**config.mk**
```make
export PLATFORM = sky130hd
export DESIGN_NAME = clock_timekeeper
export DESIGN_NICKNAME = d
export VERILOG_FILES = /design/src/rtl/clock_timekeeper.sv
export SDC_FILE = /design/constraint.sdc
export NUM_CORES = 1
export LEC_CHECK = 0
export CORE_MARGIN = 2
export CORE_UTILIZATION = 26
export CTS_CLUSTER_DIAMETER = 80
export DETAILED_ROUTE_END_ITERATION = 16
export GPL_TIMING_DRIVEN = 0
export PLACE_DENSITY_LB_ADDON = 0.2
export SYNTH_ARGS = -nofsm -noshare
export SYNTH_HDL_FRONTEND = slang
export SYNTH_SLANG_ARGS = --single-unit
```
**constraint.sdc**
```tcl
create_clock -name i_Clock -period 2.5 [get_ports i_Clock]
set_input_delay 0.375 -clock i_Clock [delete_from_list [all_inputs] [get_ports i_Clock]]
set_output_delay 0.375 -clock i_Clock [all_outputs]
set_load 0.05 [all_outputs]
```
**src/rtl/clock_timekeeper.sv**
```systemverilog
// clock_timekeeper: one-second prescaler, 24-hour BCD time of day, set-mode
// state machine with Up-button auto-repeat, 12/24-hour output conversion and
// per-digit blink enables for a six-digit display.
module clock_timekeeper #(
    parameter int CLK_FREQ_HZ          = 25000000,
    parameter int MODE_24H             = 1,
    parameter int REPEAT_DELAY_CYCLES  = 12500000,
    parameter int REPEAT_PERIOD_CYCLES = 5000000
) (
    input  logic       i_Clock,
    input  logic       i_Reset_n,
    input  logic       i_Set_Pulse,
    input  logic       i_Up_Pulse,
    input  logic       i_Up_Held,
    output logic [1:0] o_Hour_Tens,
    output logic [3:0] o_Hour_Units,
    output logic [2:0] o_Min_Tens,
    output logic [3:0] o_Min_Units,
    output logic [2:0] o_Sec_Tens,
    output logic [3:0] o_Sec_Units,
    output logic       o_PM,
    output logic [1:0] o_State,
    output logic [5:0] o_Digit_Enable,
    output logic       o_Dot,
    output logic       o_Tick_1Hz
);
    // state    | meaning
    // RUN      | time advances once per prescaler wrap, all digits lit
    // SET_HOUR | time frozen, Up increments hours, hour digits blink
    // SET_MIN  | time frozen, Up increments minutes, minute digits blink
    // SET_SEC  | time frozen, Up clears seconds, second digits blink

    localparam int PW   = (CLK_FREQ_HZ > 1) ? $clog2(CLK_FREQ_HZ) : 1;
    localparam int RMAX = (REPEAT_DELAY_CYCLES > REPEAT_PERIOD_CYCLES) ?
                          REPEAT_DELAY_CYCLES : REPEAT_PERIOD_CYCLES;
    localparam int RW   = $clog2(RMAX + 1);

    localparam logic [PW-1:0] P_LAST = PW'(CLK_FREQ_HZ - 1);
    localparam logic [PW-1:0] P_Q1   = PW'(CLK_FREQ_HZ / 4);
    localparam logic [PW-1:0] P_HALF = PW'(CLK_FREQ_HZ / 2);
    localparam logic [PW-1:0] P_Q3   = PW'((3 * CLK_FREQ_HZ) / 4);
    localparam logic [RW-1:0] R_DLY  = RW'(REPEAT_DELAY_CYCLES - 1);
    localparam logic [RW-1:0] R_PER  = RW'(REPEAT_PERIOD_CYCLES - 1);

    typedef enum logic [1:0] {
        S_RUN      = 2'd0,
        S_SET_HOUR = 2'd1,
        S_SET_MIN  = 2'd2,
        S_SET_SEC  = 2'd3
    } state_t;

    state_t        state_q, state_d;
    logic [PW-1:0] presc_q;
    logic [RW-1:0] rep_cnt_q;
    logic          repeating_q;
    logic          strobed_q;
    logic [5:0]    hour_q;
    logic [6:0]    min_q;
    logic [6:0]    sec_q;

    logic tick, blink, in_set, counting, rep_strobe, inc_evt;

    // BCD 00..59 increment with wrap; tens in [6:4], units in [3:0]
    function automatic logic [6:0] inc60(input logic [6:0] v);
        if (v == 7'h59)         inc60 = 7'h00;
        else if (v[3:0] == 4'd9) inc60 = {v[6:4] + 3'd1, 4'd0};
        else                     inc60 = {v[6:4], v[3:0] + 4'd1};
    endfunction

    // BCD 00..23 increment with wrap
    function automatic logic [5:0] inc24(input logic [5:0] v);
        if (v == 6'h23)          inc24 = 6'h00;
        else if (v[3:0] == 4'd9) inc24 = {v[5:4] + 2'd1, 4'd0};
        else                     inc24 = {v[5:4], v[3:0] + 4'd1};
    endfunction

    assign tick       = (presc_q == P_LAST);
    assign blink      = ((presc_q >= P_Q1) && (presc_q < P_HALF)) || (presc_q >= P_Q3);
    assign in_set     = (state_q != S_RUN);
    assign counting   = in_set && i_Up_Held && !i_Set_Pulse;
    assign rep_strobe = counting && (repeating_q ? (rep_cnt_q == R_PER) : (rep_cnt_q == R_DLY));
    // a release pulse that ends a hold which already auto-repeated is swallowed
    assign inc_evt    = in_set && !i_Set_Pulse && ((i_Up_Pulse && !strobed_q) || rep_strobe);

    // state register
    always_ff @(posedge i_Clock or negedge i_Reset_n) begin
        if (!i_Reset_n) state_q <= S_RUN;
        else            state_q <= state_d;
    end

    // next state, blink gating and dot drive
    always_comb begin
        state_d        = state_q;
        o_Digit_Enable = 6'b111111;
        o_Dot          = 1'b1;
        if (i_Set_Pulse) begin
            unique case (state_q)
                S_RUN:      state_d = S_SET_HOUR;
                S_SET_HOUR: state_d = S_SET_MIN;
                S_SET_MIN:  state_d = S_SET_SEC;
                S_SET_SEC:  state_d = S_RUN;
            endcase
        end
        unique case (state_q)
            S_RUN:      o_Dot = (presc_q < P_HALF);
            S_SET_HOUR: if (blink) o_Digit_Enable[5:4] = 2'b00;
            S_SET_MIN:  if (blink) o_Digit_Enable[3:2] = 2'b00;
            S_SET_SEC:  if (blink) o_Digit_Enable[1:0] = 2'b00;
        endcase
    end

    // prescaler runs in every state; leaving SET_SEC restarts the second
    always_ff @(posedge i_Clock or negedge i_Reset_n) begin
        if (!i_Reset_n)                              presc_q <= '0;
        else if (state_q == S_SET_SEC && i_Set_Pulse) presc_q <= '0;
        else if (tick)                               presc_q <= '0;
        else                                         presc_q <= presc_q + PW'(1);
    end

    // Up-held counter: initial delay, then periodic strobes; tracks whether the hold repeated
    always_ff @(posedge i_Clock or negedge i_Reset_n) begin
        if (!i_Reset_n) begin
            rep_cnt_q   <= '0;
            repeating_q <= 1'b0;
            strobed_q   <= 1'b0;
        end else begin
            if (!counting) begin
                rep_cnt_q   <= '0;
                repeating_q <= 1'b0;
            end else if (rep_strobe) begin
                rep_cnt_q   <= '0;
                repeating_q <= 1'b1;
            end else begin
                rep_cnt_q   <= rep_cnt_q + RW'(1);
            end

            if (i_Set_Pulse)                strobed_q <= 1'b0;
            else if (rep_strobe)            strobed_q <= 1'b1;
            else if (in_set && i_Up_Pulse)  strobed_q <= 1'b0;
            else if (counting && !repeating_q) strobed_q <= 1'b0;
        end
    end

    // time of day: carry chain in RUN, single-field edits in SET states
    always_ff @(posedge i_Clock or negedge i_Reset_n) begin
        if (!i_Reset_n) begin
            hour_q <= '0;
            min_q  <= '0;
            sec_q  <= '0;
        end else if (state_q == S_RUN && tick) begin
            sec_q <= inc60(sec_q);
            if (sec_q == 7'h59) begin
                min_q <= inc60(min_q);
                if (min_q == 7'h59) hour_q <= inc24(hour_q);
            end
        end else if (inc_evt) begin
            unique case (state_q)
                S_SET_HOUR: hour_q <= inc24(hour_q);
                S_SET_MIN:  min_q  <= inc60(min_q);
                S_SET_SEC:  sec_q  <= 7'h00;
                default:    ;
            endcase
        end
    end

    logic [4:0] hour_bin, h12;

    // display-mode hour conversion (00 -> 12 AM, 13..23 -> 01..11 PM)
    always_comb begin
        hour_bin = ({3'b000, hour_q[5:4]} * 5'd10) + {1'b0, hour_q[3:0]};
        h12      = hour_bin;
        if (hour_bin == 5'd0)       h12 = 5'd12;
        else if (hour_bin > 5'd12)  h12 = hour_bin - 5'd12;
        if (MODE_24H != 0) begin
            o_Hour_Tens  = hour_q[5:4];
            o_Hour_Units = hour_q[3:0];
            o_PM         = 1'b0;
        end else begin
            o_Hour_Tens  = (h12 >= 5'd10) ? 2'd1 : 2'd0;
            o_Hour_Units = (h12 >= 5'd10) ? 4'(h12 - 5'd10) : h12[3:0];
            o_PM         = (hour_bin >= 5'd12);
        end
    end

    assign o_Min_Tens  = min_q[6:4];
    assign o_Min_Units = min_q[3:0];
    assign o_Sec_Tens  = sec_q[6:4];
    assign o_Sec_Units = sec_q[3:0];
    assign o_State     = state_q;
    assign o_Tick_1Hz  = tick;

endmodule

```
==> results of run 1 <==
==> cell usage in the layout (no fill, tap or decap), types with 7 or more instances in the layout <==
master | synthesis | layout
nor3_1 | 9 | 7
buf_4 | 4 | 16
xor2_1 | 27 | 27
nand2_1 | 37 | 34
ha_1 | 16 | 15
nand4_1 | 10 | 10
nand3_1 | 29 | 24
o21ai_0 | 14 | 11
and3_1 | 7 | 7
buf_6 | 0 | 14
nor2_1 | 64 | 62
a21oi_1 | 14 | 13
clkdlybuf4s50_1 | 0 | 25
dfrtp_1 | 73 | 69
clkbuf_16 | 0 | 9
inv_1 | 24 | 24
xnor2_1 | 16 | 16
==> worst min path at each step <==
stage,start,to,slack (ns)
after detailed placement,i_Reset_n,rep_cnt_q[2],0.26
after floorplan,i_Reset_n,hour_q[0],0.08
after global routing,i_Reset_n,rep_cnt_q[11],0.48
after CTS,i_Reset_n,rep_cnt_q[13],0.45
final,i_Reset_n,rep_cnt_q[2],0.45
after global placement,rep_cnt_q[0],rep_cnt_q[0],0.50
==> through the flow <==
stage / cells / worst slack, ns / power, W
after global routing: 728 / -0.4988 / 0.004396
after floorplan: 444 / -0.1856 / 0.002440
after detailed placement: 695 / -0.8930 / 0.002901
final: 728 / -0.3153 / 0.004141
after global placement: 694 / -2.091 / 0.002871
after CTS: 716 / -0.3628 / 0.004064
==> repair_timing <==
action | 4_1_cts | 5_1_grt
endpoints found under the setup margin | 27 | 39
endpoints found under the hold margin | 14 | 0
pin swaps | 11 | 19
gates resized for setup | 73 | 44
setup buffers | 8 | 12
hold buffers | 1 | 0
cloned | 0 | 1
==> cells in the mapped netlist, types with 9 or more instances <==
cell type / count / area (sq um)
nand3_1: 29 / 145.1
ha_1: 16 / 200.2
dfrtp_1: 73 / 1827
nand4_1: 10 / 62.56
xor2_1: 27 / 236.5
nand2_1: 37 / 138.9
nor3_1: 9 / 45.04
a21oi_1: 14 / 70.07
o21ai_0: 14 / 70.07
nor2_1: 64 / 240.2
xnor2_1: 16 / 140.1
inv_1: 24 / 90.09
==> registers in the layout (all words and copies together) (netlist names) <==
register	flops
strobed_q	1
sec_q	7
repeating_q	1
min_q	7
rep_cnt_q	24
o_State	2
hour_q	6
presc_q	25
==> area by class of cell <==
type                       count  share of cell area
inverter                      24             0.01647
buffer                        11             0.01441
sequential                    73              0.3349
timing repair buffer          56              0.1048
tap                          216             0.04941
clock inverter                 2            0.001830
clock buffer                  10             0.04186
multi-input combinational    336              0.4364
==> worst register-to-register path, cell delays in order, from the launching register on <==
cell and delay [ns]:
dfrtp_2 0.43, or4b_1 0.52, or4_4 0.53, nor4_4 0.35, nand3_2 0.15, a21oi_2 0.17, mux2_4 0.31
==> logic make-up after synthesis <==
| group | after synthesis | share of synthesized area |
|---|---|---|
| buffers and inverters | 36 | 0.03796 |
| flip-flops | 73 | 0.4434 |
| adder cells (fa/ha/maj) | 16 | 0.04859 |
| other | 1 | 0.0009101 |
| XOR/XNOR | 43 | 0.09141 |
| AND/OR/NAND/NOR | 211 | 0.2684 |
| multiplexers | 5 | 0.01336 |
| AO/OA/AOI/OAI | 59 | 0.09597 |
==> layer usage <==
metal	wire [um]	part of all wire
met1	4718	0.47
met3	375	0.037
met2	4907	0.48
met4	133	0.013
met5	0	0
==> power groups by stage <==
stage	logic, W	registers (W)	clock network [W]
after detailed placement	0.00130	0.00160	0
after CTS	0.00133	0.00158	0.00115
final	0.00145	0.00158	0.00111
after global placement	0.00127	0.00160	0
after floorplan	0.000498	0.00194	0
after global routing	0.00158	0.00162	0.00119
==> summary.md, run 1 <==
| Metric | Value |
|---|---|
| FMAX | `355.2 MHz` |
| Setup ws final | `-0.3153 ns` |
| Die X | `129.9 um` |
| Avg WL per Cell | `13.92 um` |
| Endpoints failing setup | `16` |
| Worst hold slack | `0.4530 ns` |
| Met1 Usage GRT | `0.1591` |
| DRC viols | `0` |
| Antenna violations before repair | `0` |
| Critical Path Fanout Max | `5` |
| Max_slew headroom | `0.6229` |
| GRT Total Usage | `0.1243` |
| Die Y | `129.9 um` |
| Outcome | `finished with violations` |
| Critical path cell sequence | `or3_4 > o311a_1 > o211ai_1 > nand2_1 > o221ai_2 > nand3b_1 > buf_6 > buf_8` |
| Ys Warns | `0` |
| Placeable Area | `0.01571 sq mm` |
| Layout area overhead | `32.77%` |
| First-pass GRT wire length | `16.38 mm` |
| Final Hold Fails | `0` |
| Clk sink count | `73` |
| Clk buf depth | `2` |
| GPL Wtd Cong | `0.7847` |
| Crit path required time | `2.12 ns` |
| Grt ovf | `0` |
| DR pass1 iterations | `4` |
| Clk_lat worst skew | `0.34 ns` |
| H-tree depth reported by CTS | `3` |
| Worst-case reg-to-reg path depth | `6` |
| Number of diodes | `0` |
| Synthesized area | `0.004120 sq mm` |
| Setup crit end | `o_Digit_Enable[0]` |
| Max Cap Violations | `0` |
| Fin area | `0.005470 sq mm` |
| Vias in the first global route | `3257` |
| R2r setup slk | `-0.07 ns` |
| Clk root buf | `clkbuf_16` |
| Worst R2R End | `hour_q[2]` |
| Footprint of the multi-input gates | `0.002387 sq mm` |
| Setup TNS | `-1.873 ns` |
| Maximum VDD drop | `0.3608 mV` |
| Layout cells sized above 1 | `0.1934` |
| Mean Syn Cell Area | `9.280 sq um` |
| Syn nets | `465` |
| Kind of critical path | `flip-flop to output pin` |
| Std cell rows | `46` |
| PD cells | `756.9 mW/mm^2` |
| Worst clock skew | `0.009230 ns` |
| Grt met3 use | `0.03977` |
| Post-Synthesis Cells | `444` |
| Switching Power | `0.001617 W` |
| DRT antenna net count | `0` |
| PortBufs | `34` |
| Layer with the highest usage | `met2` |
| Fin crit share | `1.126` |
| Clock share of power | `0.268` |
| Post-synth EDFFs | `0` |
| Sequential share of power | `0.383` |
| Crit end category | `output pin` |
| HP Class | `primary input to async pin` |
| CP max stage cell | `or3_4` |
| CTS tree | `done` |
| Final min period | `2.815 ns` |
| Comb pwr share | `0.349` |
| Die area | `0.01687 sq mm` |
| Clk slew on worst S/H paths | `0.05 ns` |
| Reg area | `0.001832 sq mm` |
| Vias per inst | `4.674` |
| I/O pin count | `36` |
| CTS Buf Count | `9` |
| Final HPWL DP | `6.998 mm` |
| Slew Limit Fails | `0` |
| Largest net degree at the start of global routing | `60` |
| Worst path depth | `8` |
| Crit path launch | `presc_q[8]` |
| Largest stage delay on the critical path | `0.41 ns` |
| RSZ-0062 raised after global routing | `true` |
| GR Util met2 | `0.1993` |
| FILL cells | `1622` |
| P_int | `0.002523 W` |
| Vias after detailed routing | `3403` |
| Data arrival, critical path | `2.44 ns` |
| Leak | `2.326 nW` |
| Post-synthesis register bit count | `73` |
| Layout Utilization | `0.3481` |
| Buf/Inv on CP | `2` |
| Failing checks | `negative setup slack` |
| Placed cell areas | `0.004791 sq mm` |
| Final wirelength | `10.13 mm` |
| Top FF cell, synth | `dfrtp_1` |
| Asr flop ratio synth | `1.000` |
| RR Startpoint | `presc_q[17]` |
| Post-synth cell types | `57` |
| Initial core utilization | `0.2622` |
| Nets@finish | `532` |
| Register area share after synthesis | `0.4434` |
| DRT iter0 DRCs | `195` |
| Cell class contributing the biggest share of worst-path delay | `simple AND/OR/NAND/NOR gates` |
| Switching share of power | `0.3906` |
| Critical Path Start Type | `flip-flop` |
| Worst slew pin tran | `0.5610 ns` |
Note: power is estimated with default switching activity, not from simulation.
==> run 2, diff against run 1 <==
Clock period 2.5 ns to 3.15 ns, I/O delays scaled along.
==> run 2 against run 1 <==
Effect of this change: critical endpoint is now o_Digit_Enable[1]; critical path type unchanged; clock skew shrank 0.0036 ns; the flow now finishes without violations; sequential cell count is the same; global-route usage shrank 0.12 points; largest power group unchanged; largest cell class unchanged.
==> summary.md, run 2 (same netlist as run 1, synthesis figures left out) <==
| Metric | Value |
|---|---|
| Outcome | `complete, no violations` |
| Fin crit share | `0.9721` |
| Maximum VDD drop | `0.2967 mV` |
| Max_slew headroom | `0.4118` |
| Pre-CTS WS | `-0.4112 ns` |
| Grt ovf | `0` |
| Avg WL per Cell | `13.42 um` |
| DR pass1 iterations | `4` |
| Critical Path Fanout Max | `5` |
| Antenna violations before repair | `0` |
| DRT antenna net count | `0` |
| Crit end category | `output pin` |
| Slew Limit Fails | `0` |
| DRT iter0 DRCs | `176` |
| Die Y | `129.9 um` |
| Worst clock skew | `0.005631 ns` |
| GPL Wtd Cong | `0.8218` |
| Clock share of power | `0.310` |
| Crit path required time | `2.68 ns` |
| Switching share of power | `0.3738` |
| Setup repair bufs after CTS | `0` |
| I/O pin count | `36` |
| Vias per inst | `4.556` |
| First-pass GRT wire length | `16.19 mm` |
| Setup ws final | `0.08794 ns` |
| Worst-case reg-to-reg path depth | `7` |
| Number of diodes | `0` |
| Layout cells sized above 1 | `0.1030` |
| Std cell rows | `46` |
| Clk buf depth | `2` |
| Endpoints failing setup | `0` |
| Fin area | `0.005067 sq mm` |
| Max Cap Violations | `0` |
| Initial core utilization | `0.2622` |
| Largest net degree at the start of global routing | `46` |
| FMAX | `326.6 MHz` |
| H-tree depth reported by CTS | `3` |
| Most common cell after layout, fill and taps aside | `dfrtp_1` |
| DRC viols | `0` |
| Largest Register | `presc_q` |
| Comb pwr share | `0.309` |
| Final wirelength | `9.541 mm` |
| Die X | `129.9 um` |
| Clk sink count | `73` |
| Biggest regs | `presc_q: 25 flops, rep_cnt_q: 24 flops` |
| Vias after detailed routing | `3239` |
| Final HPWL DP | `6.962 mm` |
| Vias in the first global route | `3188` |
| RR Startpoint | `rep_cnt_q[0]` |
| R2r setup slk | `0.33 ns` |
| GRT Total Usage | `0.1231` |
| P_int | `0.002061 W` |
| Clk_lat worst skew | `0.34 ns` |
| Data arrival, critical path | `2.59 ns` |
| Placed cell areas | `0.004756 sq mm` |
| Max reg flops | `25` |
| Final min period | `3.062 ns` |
| Layout area overhead | `22.99%` |
| FILL cells | `1623` |
| Worst slew pin tran | `0.8782 ns` |
| PortBufs | `34` |
| Die area | `0.01687 sq mm` |
| Sequential share of power | `0.381` |
| Critical Path Start Type | `flip-flop` |
| Placeable Area | `0.01571 sq mm` |
| Clk root buf | `clkbuf_16` |
| Most frequent cells in the layout | `dfrtp_1, nor2_1, nand2_1` |
| Switching Power | `0.001230 W` |
| CTS Buf Count | `9` |
| HP Class | `primary input to async pin` |
| Clk slew on worst S/H paths | `0.06 ns` |
| Worst R2R End | `min_q[4]` |
| Final Hold Fails | `0` |
| CTS tree | `done` |
| Nets@finish | `511` |
| Kind of critical path | `flip-flop to output pin` |
| Leak | `2.161 nW` |
| PD cells | `649.4 mW/mm^2` |
| RSZ-0062 raised after global routing | `false` |
## run 2: worst max-delay path by stage
stage                   endpoint  startpoint  slack [ns]  cells past startpoint
2_1_floorplan        presc_q[16]  presc_q[0]        0.09                      7
3_3_place_gp            min_q[3]   i_Reset_n       -1.29                      1
3_5_place_dp   o_Digit_Enable[1]  presc_q[7]       -0.41                      7
4_1_cts        o_Digit_Enable[1]  presc_q[7]       -0.04                      8
5_1_grt                    o_Dot  presc_q[7]       0.002                      7
6_report       o_Digit_Enable[1]  presc_q[7]        0.09                      8
## run 2: timing repair
| item | 4_1_cts | 5_1_grt |
|---|---|---|
| endpoints found under the setup margin | 8 | 7 |
| endpoints found under the hold margin | 0 | 0 |
| hold buffers | 0 | 0 |
| pin swaps | 0 | 3 |
| gates cloned | 0 | 0 |
| gates resized for setup | 39 | 6 |
## run 2: power groups by stage
stage               clock network [W]  registers [W]  logic [W]
floorplan                           0        0.00154   0.000394
global placement                    0        0.00127    0.00101
detailed placement                  0        0.00127    0.00103
CTS                           0.00106        0.00126    0.00103
global route                  0.00111        0.00128    0.00112
finish                        0.00102        0.00125    0.00102
## run 2: critical path: stages, from the launching register on
cell and delay, ns:
dfrtp_2 0.43, or3_4 0.42, o311a_1 0.32, o211ai_1 0.16, nand2_1 0.10, o221ai_2 0.21, nand3b_1 0.23, buf_4 0.20
buf_4 0.18
## run 2: cell type report
type                    count  area [sq um]  share of cell area
clock inverters             3         40.04            0.007901
well taps                 216         270.3             0.05333
inverters                  24         90.09             0.01778
multi-input cells         335          2178              0.4299
repair buffers             35         344.1             0.06790
plain buffers              12         66.31             0.01309
flip-flops and latches     73          1828              0.3607
clock buffers              13         250.2             0.04938
## run 2: metal layers
metal	routed length [um]	part of all wire	global-route usage	up-vias
li1	-	-	-	1639
met4	195	0.020	0.05629	0
met2	4419	0.46	0.1937	37
met5	0	0	0	-
met3	258	0.027	0.02911	13
met1	4667	0.49	0.1607	1550
## run 2: through the flow
step | setup TNS, ns | hold WS, ns | power (W) | util | instances
2_1_floorplan | 0 | 0.1769 | 0.001935 | - | 444
3_3_place_gp | -95.57 | 0.5001 | 0.002280 | 0.3011 | 694
3_5_place_dp | -2.012 | 0.4496 | 0.002300 | 0.3027 | 695
4_1_cts | -0.03947 | 0.08052 | 0.003348 | 0.3204 | 711
5_1_grt | 0 | 0.09601 | 0.003506 | 0.3225 | 711
6_report | 0 | 0.07454 | 0.003291 | 0.3225 | 711
==> run 3, diff against run 2 <==
Settings changed: CTS_CLUSTER_SIZE set to 24, GPL_TIMING_DRIVEN 0 to not set.
==> run 3 against run 2 <==
Effect of this change: largest power group unchanged; hold slack better by 0.23 ns; count of clock-buffer cells in the layout down 2; clock power down 4%; sequential power about the same; wire length up 0.92%; die area unchanged; sequential cell count unchanged; critical endpoint is now o_Digit_Enable[0]; register-to-register slack better by 0.17 ns; global-route usage about the same; fmax up 3.4%; clock skew up 0.0026 ns; total power down 1.0%.
==> summary.md, run 3 (same netlist as run 1, synthesis figures left out) <==
| Metric | Value |
|---|---|
| Final min period | `2.961 ns` |
| CTS Buf Count | `9` |
| Die Y | `129.9 um` |
| Std cell rows | `46` |
| Initial core utilization | `0.2622` |
| Max_slew headroom | `0.3577` |
| Layer with the highest usage | `met2` |
| Critical path cell sequence | `or3_1 > o2111ai_1 > nand4_1 > a2111oi_2 > nand3b_1 > buf_4 > buf_12` |
| Nets@finish | `506` |
| Die area | `0.01687 sq mm` |
| Biggest regs | `presc_q: 25 flops, rep_cnt_q: 24 flops` |
| FMAX | `337.7 MHz` |
| Layout cells sized above 1 | `0.09407` |
| Clk slew on worst S/H paths | `0.05 ns` |
| Antenna violations before repair | `0` |
| Placeable Area | `0.01571 sq mm` |
| RSZ-0062 raised after global routing | `false` |
| Layout Utilization | `0.3233` |
| Vias after detailed routing | `3287` |
| Endpoints failing setup | `0` |
| Number of diodes | `0` |
| Vias in the first global route | `3287` |
| Largest net degree at the start of global routing | `74` |
| Max Cap Violations | `0` |
| DRT antenna net count | `0` |
| Leak | `2.184 nW` |
| Worst hold slack | `0.3023 ns` |
| Clk buf depth | `2` |
| Critical Path Fanout Max | `5` |
| CP max stage cell | `or3_1` |
| CTS Hold Bufs | `0` |
| Vias per inst | `4.662` |
| Critical Path Start Type | `flip-flop` |
| Grt ovf | `0` |
| Setup TNS | `0 ns` |
| Pre-CTS WS | `0.3067 ns` |
| Avg WL per Cell | `13.66 um` |
| HP Class | `primary input to async pin` |
| Fin crit share | `0.9400` |
| DRC viols | `0` |
| Final wirelength | `9.629 mm` |
| Outcome | `complete, no violations` |
| PortBufs | `34` |
| GPL Wtd Cong | `0.7858` |
| Die X | `129.9 um` |
| Crit end category | `output pin` |
| Maximum VDD drop | `0.3102 mV` |
| Clk_lat worst skew | `0.33 ns` |
| DR pass1 iterations | `4` |
| Max reg flops | `25` |
| Worst clock skew | `0.008261 ns` |
| Pwr Total | `0.003257 W` |
| GR Util met2 | `0.2002` |
| Grt met3 use | `0.02419` |
| Setup ws final | `0.1889 ns` |
| Crit path required time | `2.68 ns` |
| Data arrival, critical path | `2.49 ns` |
| Clk sink count | `73` |
| First-pass GRT wire length | `16.35 mm` |
| Met1 Usage GRT | `0.1600` |
| GRT Total Usage | `0.1232` |
| DRT iter0 DRCs | `199` |
| Final HPWL DP | `6.844 mm` |
| Most common cell after layout, fill and taps aside | `dfrtp_1` |
| Largest stage delay on the critical path | `0.45 ns` |
| Layout area overhead | `23.29%` |
| Worst slew pin tran | `0.9634 ns` |
| Slew Limit Fails | `0` |
| Clk root buf | `clkbuf_16` |
| Kind of critical path | `flip-flop to output pin` |
| Most frequent cells in the layout | `dfrtp_1, nor2_1, nand2_1` |
| PD cells | `641.2 mW/mm^2` |
| I/O pin count | `36` |
| Final Hold Fails | `0` |
| Largest Register | `presc_q` |
| H-tree depth reported by CTS | `3` |
| CTS tree | `done` |
-- run 3: changes by cell type in the layout (fill, tap and decap cells not counted), sizes merged --
cell	previous run	this run
clkbuf	16	11
clkdlybuf4s15	2	0
clkinv	2	3
-- run 3: area by class of cell --
type,instances,area [sq um]
Inverter,24,90.09
Tap cell,216,270.3
Fill cell,1643,10630
Timing Repair Buffer,42,465.4
Sequential cell,73,1827
Clock buffer,11,232.7
Clock inverter,4,45.04
Multi-Input combinational cell,335,2150
-- run 3: repair_timing --
action | 4_1_cts | 5_1_grt
setup buffers | 2 | 0
pin swaps | 0 | 1
cloned | 0 | 0
endpoints found under the setup margin | 2 | 6
resized for setup | 0 | 3
-- run 3: metal layers --
metal / share of wire / wire (um)
met1: 0.48 / 4625
met2: 0.47 / 4541
met3: 0.029 / 278
met4: 0.019 / 183
met5: 0 / 0
-- run 3: critical path, delay by kind of cell (launching register included) --
kind	cells	cell delay, ns
AOI/OAI and AO/OA	2	0.65
buffers and inverters	2	0.29
DFF	1	0.43
and+or+nand+nor	3	0.79
-- run 3: path summary, 6_finish.rpt --
kind | end | start | slack (ns) | depth (start not counted)
setup / recovery | o_Digit_Enable[0] | presc_q[7] | 0.19 | 7
setup reg to reg | min_q[5] | presc_q[0] | 0.50 | 7
hold reg to reg | hour_q[4] | hour_q[4] | 0.51 | 1
min in group i_Clock | hour_q[4] | hour_q[4] | 0.51 | 1
max in group asynchronous | presc_q[14] | i_Reset_n | 2.24 | 1
hold / removal | rep_cnt_q[1] | i_Reset_n | 0.30 | 1
-- run 3: through the flow --
stage          area (sq um)  std cells
6_report               5080        705
4_1_cts                5067        705
3_5_place_dp           4775        688
5_1_grt                5080        705
3_3_place_gp           4775        688
2_1_floorplan          4120        444
-- run 3: power breakdown --
group          internal, W  switching [W]  total [W]
Clock             0.000605       0.000376   0.000981
Combinational     0.000355       0.000669    0.00102
Sequential         0.00107       0.000180    0.00125
